[src/rtl/traffic_pkg.sv]
// Shared definitions for the traffic-light display path: segment codes,
// digit indices and the per-slot scan state.
package traffic_pkg;

    localparam logic [6:0] SEG_BLANK = 7'b1111111;
    localparam logic [6:0] SEG_ZERO  = 7'b0000001;

    typedef logic [1:0] digit_idx_t;

    localparam digit_idx_t DIG_A1 = 2'd0;
    localparam digit_idx_t DIG_A0 = 2'd1;
    localparam digit_idx_t DIG_B1 = 2'd2;
    localparam digit_idx_t DIG_B0 = 2'd3;

    typedef enum logic {
        BLANK = 1'b0,
        DRIVE = 1'b1
    } slot_state_t;

    // Active-low enable pattern with only the selected digit pulled low.
    function automatic logic [3:0] digit_enable(input digit_idx_t idx);
        return ~(4'b0001 << idx);
    endfunction

    function automatic logic is_tens_digit(input digit_idx_t idx);
        return (idx == DIG_A1) || (idx == DIG_B1);
    endfunction

endpackage

[src/rtl/seg_scan_driver_if.sv]
// Segment-code bundle between the counter logic and the multiplexed display
// driver; the master supplies codes, the slave drives the display pins.
interface seg_scan_driver_if;

    logic [6:0] segA1;
    logic [6:0] segA0;
    logic [6:0] segB1;
    logic [6:0] segB0;
    logic [6:0] seg_out;
    logic [3:0] an;
    logic       frame_tick;

    modport master (
        output segA1, segA0, segB1, segB0,
        input  seg_out, an, frame_tick
    );

    modport slave (
        input  segA1, segA0, segB1, segB0,
        output seg_out, an, frame_tick
    );

endinterface

[src/rtl/seg_scan_timer.sv]
// Slot timing for the display scan: cycle counter within a digit slot,
// current digit index, and the BLANK/DRIVE phase of the slot.
module seg_scan_timer
    import traffic_pkg::*;
#(
    parameter int DIGIT_CYCLES = 50000,
    parameter int BLANK_CYCLES = 500,
    parameter int CNT_W        = 16
) (
    input  logic       clk,
    input  logic       reset,
    output digit_idx_t idx,
    output logic       frame_start,
    output logic       in_blank
);

    localparam logic [CNT_W-1:0] LAST_CNT  = CNT_W'(DIGIT_CYCLES - 1);
    localparam logic [CNT_W-1:0] BLANK_END = CNT_W'(BLANK_CYCLES - 1);

    logic [CNT_W-1:0] cnt_q, cnt_d;
    digit_idx_t       idx_q, idx_d;
    slot_state_t      state_q, state_d;
    logic             slot_wrap;

    assign slot_wrap = (cnt_q == LAST_CNT);

    always_comb begin
        cnt_d = cnt_q + 1'b1;
        idx_d = idx_q;
        if (slot_wrap) begin
            cnt_d = '0;
            idx_d = idx_q + 2'd1;
        end
    end

    // Phase is switched one cycle early so state_q always matches cnt_q.
    always_comb begin
        state_d = state_q;
        case (state_q)
            BLANK:   if (cnt_q == BLANK_END) state_d = DRIVE;
            DRIVE:   if (slot_wrap)          state_d = BLANK;
            default: state_d = BLANK;
        endcase
    end

    always_ff @(posedge clk or negedge reset) begin
        if (!reset) begin
            cnt_q   <= '0;
            idx_q   <= DIG_A1;
            state_q <= BLANK;
        end else begin
            cnt_q   <= cnt_d;
            idx_q   <= idx_d;
            state_q <= state_d;
        end
    end

    assign idx         = idx_q;
    assign in_blank    = (state_q == BLANK);
    assign frame_start = (cnt_q == '0) && (idx_q == DIG_A1);

endmodule

[src/rtl/seg_scan_driver.sv]
// Time-multiplexed 4-digit 7-segment driver with inter-digit blanking and
// per-frame shadow latching. Define SEG_SCAN_LZ_BLANK_EN to blank zero tens digits.
module seg_scan_driver
    import traffic_pkg::*;
#(
    parameter int DIGIT_CYCLES = 50000,
    parameter int BLANK_CYCLES = 500,
    parameter int CNT_W        = 16
) (
    input  logic               clk,
    input  logic               reset,
    seg_scan_driver_if.slave   bus
);

    digit_idx_t idx;
    logic       frame_start;
    logic       in_blank;

    logic [6:0] shadow_q [4];
    logic [6:0] shadow_d [4];
    logic [6:0] seg_out_q, seg_out_d;
    logic [3:0] an_q, an_d;
    logic       frame_tick_q, frame_tick_d;

    seg_scan_timer #(
        .DIGIT_CYCLES (DIGIT_CYCLES),
        .BLANK_CYCLES (BLANK_CYCLES),
        .CNT_W        (CNT_W)
    ) u_timer (
        .clk         (clk),
        .reset       (reset),
        .idx         (idx),
        .frame_start (frame_start),
        .in_blank    (in_blank)
    );

    // Shadow load always lands in a blank phase, so the driven code is never half-updated.
    always_comb begin
        shadow_d     = shadow_q;
        frame_tick_d = 1'b0;
        an_d         = 4'b1111;
        seg_out_d    = SEG_BLANK;

        if (frame_start) begin
            shadow_d[DIG_A1] = bus.segA1;
            shadow_d[DIG_A0] = bus.segA0;
            shadow_d[DIG_B1] = bus.segB1;
            shadow_d[DIG_B0] = bus.segB0;
            frame_tick_d     = 1'b1;
        end

        if (!in_blank) begin
            an_d      = digit_enable(idx);
            seg_out_d = shadow_q[idx];
`ifdef SEG_SCAN_LZ_BLANK_EN
            if (is_tens_digit(idx) && (shadow_q[idx] == SEG_ZERO)) begin
                seg_out_d = SEG_BLANK;
            end
`endif
        end
    end

    always_ff @(posedge clk or negedge reset) begin
        if (!reset) begin
            shadow_q     <= '{default: SEG_BLANK};
            seg_out_q    <= SEG_BLANK;
            an_q         <= 4'b1111;
            frame_tick_q <= 1'b0;
        end else begin
            shadow_q     <= shadow_d;
            seg_out_q    <= seg_out_d;
            an_q         <= an_d;
            frame_tick_q <= frame_tick_d;
        end
    end

    assign bus.seg_out    = seg_out_q;
    assign bus.an         = an_q;
    assign bus.frame_tick = frame_tick_q;

endmodule

[src/flat_wrapper.sv]
// flat-port wrapper written by rule: the top's interface ports become plain ports
module seg_scan_driver_flat import traffic_pkg::*;
#(
    parameter int DIGIT_CYCLES = 50000,
    parameter int BLANK_CYCLES = 500,
    parameter int CNT_W        = 16
)
  (clk, reset, bus_segA1, bus_segA0, bus_segB1, bus_segB0, bus_seg_out, bus_an, bus_frame_tick);
  seg_scan_driver_if bus_i ();
  input  logic clk;
  input  logic reset;
  input wire logic [$bits(bus_i.segA1)-1:0] bus_segA1;
  input wire logic [$bits(bus_i.segA0)-1:0] bus_segA0;
  input wire logic [$bits(bus_i.segB1)-1:0] bus_segB1;
  input wire logic [$bits(bus_i.segB0)-1:0] bus_segB0;
  output wire logic [$bits(bus_i.seg_out)-1:0] bus_seg_out;
  output wire logic [$bits(bus_i.an)-1:0] bus_an;
  output wire logic [$bits(bus_i.frame_tick)-1:0] bus_frame_tick;
  assign bus_i.segA1 = bus_segA1;
  assign bus_i.segA0 = bus_segA0;
  assign bus_i.segB1 = bus_segB1;
  assign bus_i.segB0 = bus_segB0;
  assign bus_seg_out = bus_i.seg_out;
  assign bus_an = bus_i.an;
  assign bus_frame_tick = bus_i.frame_tick;
  seg_scan_driver #(.DIGIT_CYCLES(DIGIT_CYCLES), .BLANK_CYCLES(BLANK_CYCLES), .CNT_W(CNT_W)) u_core (.clk(clk), .reset(reset), .bus(bus_i));
endmodule
[config.mk]
export PLATFORM = sky130hd
export DESIGN_NAME = seg_scan_driver_flat
export DESIGN_NICKNAME = d
export VERILOG_FILES = /design/src/rtl/traffic_pkg.sv /design/src/rtl/seg_scan_driver_if.sv /design/src/rtl/seg_scan_timer.sv /design/src/rtl/seg_scan_driver.sv /design/src/flat_wrapper.sv
export SDC_FILE = /design/constraint.sdc
export NUM_CORES = 1
export LEC_CHECK = 0
export ABC_CLOCK_PERIOD_IN_PS = 2800
export CAP_MARGIN = 40
export CORE_MARGIN = 8
export CORE_UTILIZATION = 50
export CTS_CLUSTER_DIAMETER = 60
export DETAILED_ROUTE_END_ITERATION = 10
export GPL_ROUTABILITY_DRIVEN = 0
export PLACE_DENSITY = 0.72
export SKIP_CTS_REPAIR_TIMING = 1
export SYNTH_ARGS = -nofsm -noshare
export SYNTH_HDL_FRONTEND = slang
export SYNTH_SLANG_ARGS = --single-unit
[constraint.sdc]
create_clock -name clk -period 2.8 [get_ports clk]
set_clock_uncertainty 0.05 [all_clocks]
set_input_delay 0.28 -clock clk [delete_from_list [all_inputs] [get_ports clk]]
set_output_delay 0.28 -clock clk [all_outputs]
set_load 0.02 [all_outputs]
# == After elaboration in Yosys (flattened, before gate mapping) ==
# Index checks and enable logic that the tools add are counted.
# totals
wordCells,32
ff_bits,59
output_inout_bits,12
# op_classes
reduce_logical,3
magnitude_cmp,1
bitwise,3
shifts,1
n_addsub,2
muxes,10
n_eq_ne,2
# ops
cell,count
$mux 7,3
$add 16x1->16 const B,1
$eq 16x16->1 const B,1
$eq 16x9->1 const B,1
$logic_not 16->1,1
$mux 16,1
$bmux 7 s2,1
$mux 4,1
$not 4->4,1
$shl 1x2->4 const A,1
$ge 3x3->1 const B,1
$mux 1,3
$not 2->3,1
$add 2x1->2 const B,1
$logic_not 2->1,1
$pmux 1 s2,1
$logic_and 1x1->1,1
$not 1->1,1

# == Logic depth before layout (Yosys ltp) ==
# depth
depth_word,5
depth_mapped,7
ltp_nobuf,5

# == Hierarchy ==
# A second synthesis with hierarchy kept.
# unflattened
hier_cells,194
area_unflattened_um2,2713.9
# by_module_without_submodules
mod,area_per_inst_um2,cells_each,n_inst
seg_scan_driver,1732.9,101,1
seg_scan_timer,980.9,93,1

# == Worst setup path after synthesis ==
# Ideal clock, no wire load.
# synth_timing
path_kind,register to register
from,reg u_core.u_timer.cnt_q[10]
to,reg u_core.shadow_q[0] (netlist bit)
arrival_time_ps,2318
setup_slack_ps,349
setup_time_ps,82
path_stages_with_launch,6
period_less_slack_ps,2451
n_path_buf,1
t_required_ps,2668
path_cell_list,dfrtp_1 -> or4_1 -> or4_4 -> nor3_4 -> buf_6 -> mux2_2
# synth_via
elab_chain_cells,2
# synth_lines
item,line,text
"start, declared",seg_scan_timer.sv:20,"logic [CNT_W-1:0] cnt_q, cnt_d;"
"start signal, assigned",seg_scan_timer.sv:52,cnt_q <= cnt_d;
$logic_not 16->1,seg_scan_timer.sv:60,assign frame_start = (cnt_q == '0) && (idx_q == DIG_A1);
$logic_and 1x1->1,seg_scan_timer.sv:60,
"end signal, assigned",seg_scan_driver.sv:70,shadow_q <= shadow_d;
"end, declared",seg_scan_driver.sv:19,logic [6:0] shadow_q [4];
# Every way passes these cells.
# A chain may end at the register's enable or synchronous reset.

# == Final worst setup path ==
# layout_timing
from,reg u_core.u_timer.cnt_q[10]
to,reg u_core.shadow_q[26] (netlist bit)
# Same word-level chain as after synthesis.

==> flow_summary.json <==
{
  "status": "complete, no violations",
  "fin_crit_sh_pct": 85.3,
  "ant_nets": 0,
  "end_kind": "register",
  "fin_cells": 316,
  "switching_share_pct": 19.7,
  "fill_cells": 422,
  "p_leak_uw": 0.00129,
  "power_uw": 1810,
  "intPower_uw": 1450,
  "synthTopCellsByCount": "dfstp_2, mux2_2, dfrtp_1, nor2_1, xnor2_1",
  "num-nets-final": 278,
  "r2r_slack_ns": 0.41,
  "final.min_clock_period_ns": 2.39,
  "overflow": 0,
  "synth-edff-count": 0,
  "htree_levels": 3,
  "ys_seq_elements": 59,
  "portBuffers": 41,
  "fmax_mhz": 419,
  "pre_cts_ws_ns": 0.419,
  "rows": 26,
  "p_clk_share_pct": 45.3,
  "reg2reg_depth": 5,
  "critPathLaunchType": "register",
  "die_h_um": 88.5,
  "dp_hpwl_um": 3500,
  "path_cells": "or4_1 > or4_4 > nor3_4 > buf_12 > mux2_2",
  "cts.path.max_buffers": 2,
  "clkLatencyLatePin_ns": 0.33,
  "ios": 42,
  "diodes": 0,
  "drv_slew": 0,
  "die_area_um2": 7830,
  "synthesis.nets": 229,
  "synthMostInstantiatedCell": "dfstp_2",
  "seq_area_frac_synth_pct": 58.0,
  "crit_slowest_cell": "or4_1",
  "rr_startpoint": "u_core.u_timer.cnt_q[10]",
  "maxSlewHeadroom_pct": 61.5,
  "grt_pass1_vias": 1691,
  "track_usage_pct": 14.9,
  "synth_ff_type": "dfstp_2",
  "rsz0062_at_grt": "false",
  "worst_pin_slew_ns": 0.578,
  "crit_fanout": 28,
  "setup_slack_ns": 0.412,
  "peakVddDrop_uv": 304,
  "wl_per_cell_um": 15.8,
  "p_seq_share_pct": 49.8,
  "postSynthCellCount": 192,
  "hold_path.class": "input pin to async pin",
  "antenna_found_initial": 0,
  "worst_setup_hold_path_clk_slew_ns": 0.07,
  "yosys.area.top_type": "dfstp_2",
  "placedCellCount": 299,
  "power_density_nw_per_um2": 540,
  "cts-buffers-inserted": 9,
  "syn_to_final_growth_pct": 27.5,
  "synth_warnings": 0,
  "critPathMaxStageDelay_ns": 0.56,
  "arrival_ns": 2.60,
  "final-setup-viol-count": 0,
  "syn-cell-area_um2": 2630,
  "avgViaCountPerCell": 5.13,
  "ys_top_cells_by_area": "dfstp_2, dfrtp_1, mux2_2, mux4_2, xnor2_1",
  "cts_root_buffer": "clkbuf_8",
  "grt_max_degree": 35,
  "maxCapViolCount": 0,
  "p_comb_share_pct": 4.9,
  "switchingPower_uw": 357,
  "finalHoldViolCount": 0,
  "synth_top_area_share_pct": 39.0,
  "dieWidth_um": 88.5,
  "drt_wl_total_um": 4980,
  "async_reset_ff_share_pct": 100,
  "drive_gt1_share_pct": 39.4,
  "fin_setup_tns_ns": 0,
  "drtIter0Drc": 76,
  "vias": 1621,
  "crit_required_ns": 3.01,
  "start_util_pct": 51.8,
  "grt_pass1_wl_um": 8640,
  "cts_tree": "yes",
  "syn_avg_cell_area_um2": 13.7,
  "cts.sinks": 59,
  "r2r_end": "u_core.shadow_q[26]",
  "drc": 0,
  "critPathKind": "register to register",
  "coreArea_um2": 5070,
  "synth_cell_types": 28,
  "drt_first_pass_iters": 4
}
## placed cells by master (no fill, tap or decap), types with 2 or more instances in the layout
cell type / Yosys / layout
inv_1: 8 / 8
dfrtp_1: 20 / 20
nand3_1: 6 / 6
nor2_1: 14 / 14
buf_12: 0 / 2
xor2_1: 3 / 3
clkinvlp_4: 0 / 2
mux2_2: 29 / 29
clkbuf_8: 0 / 9
bufinv_16: 0 / 2
nand2_1: 11 / 11
nor4_1: 2 / 2
ha_1: 7 / 7
clkbuf_1: 5 / 3
nand4_1: 4 / 4
dfstp_2: 39 / 39
nor3_1: 5 / 5
xnor2_1: 12 / 12
nand2b_1: 7 / 7
clkdlybuf4s50_1: 0 / 40
buf_4: 0 / 2
mux4_2: 7 / 7
## stage by stage
| stage | hold WS, ns | instance area, um^2 | util [%] |
|---|---|---|---|
| after global placement | 0.259 | 3130 | 61.7 |
| after global routing | 0.469 | 3350 | 66.0 |
| after floorplan | -0.0656 | 2630 | - |
| after CTS | -0.101 | 3340 | 65.8 |
| final | 0.427 | 3350 | 66.0 |
| after detailed placement | 0.266 | 3130 | 61.7 |
## area by class of cell
cell class / count / area (um^2) / area share, %
sequential: 59 / 1530 / 45.5
clock inverter: 4 / 75.1 / 2.24
timing repair buffer: 46 / 470 / 14.0
multi-input combinational: 117 / 1030 / 30.6
clock buffer: 12 / 135 / 4.03
tap: 70 / 87.6 / 2.61
inverter: 8 / 30.0 / 0.897
## cells by family after synthesis
family | count (synthesis) | share of synthesized area [%]
compound gates | 1 | 0.190
simple gates | 58 | 12.1
flops | 59 | 58.0
mux | 36 | 18.4
buf+inv | 16 | 2.90
fa+ha+maj | 7 | 3.33
xor+xnor | 15 | 5.00
## power groups by stage
stage	registers (uW)	logic, uW	clock network (uW)
5_1_grt	904	97.5	869
2_1_floorplan	910	27.3	0
3_5_place_dp	914	89.7	0
4_1_cts	901	90.4	844
6_report	901	88.5	821
3_3_place_gp	913	87.8	0
## state kept, by name, summed over array words and instances (netlist names)
signal and flops:
u_core.shadow_q 28, u_core.u_timer.cnt_q 16, u_core.bus.seg_out 7, u_core.bus.an 4, u_core.u_timer.idx 2, u_core.bus.frame_tick 1, u_core.u_timer.state_q 1
## worst max-delay path: cells and delay by family, from the launching register on
| family | cells | cell delay [ns] |
|---|---|---|
| AND/OR/NAND/NOR | 3 | 1.26 |
| flip-flops | 1 | 0.42 |
| multiplexers | 1 | 0.36 |
| buffers and inverters | 1 | 0.22 |
## worst max path at each step
stage	from	endpoint	slack, ns	cells past startpoint
6_report	u_core.u_timer.cnt_q[10]	u_core.shadow_q[26]	0.41	5
3_3_place_gp	u_core.u_timer.cnt_q[10]	u_core.shadow_q[16]	0.45	5
5_1_grt	u_core.u_timer.cnt_q[10]	u_core.shadow_q[4]	0.33	5
3_5_place_dp	u_core.u_timer.cnt_q[10]	u_core.shadow_q[26]	0.42	5
4_1_cts	u_core.u_timer.cnt_q[10]	u_core.shadow_q[3]	0.41	5
2_1_floorplan	u_core.u_timer.cnt_q[10]	u_core.shadow_q[0]	0.35	5
## layer usage
metal | vias to the layer above | share of wire [%] | global-route usage, %
met5 | - | 0 | 0
met4 | 0 | 1.9 | 9.22
met3 | 8 | 4.8 | 3.99
met2 | 31 | 50 | 22.8
met1 | 821 | 44 | 18.3
li1 | 761 | - | -
(Power assumes the default switching activity.)
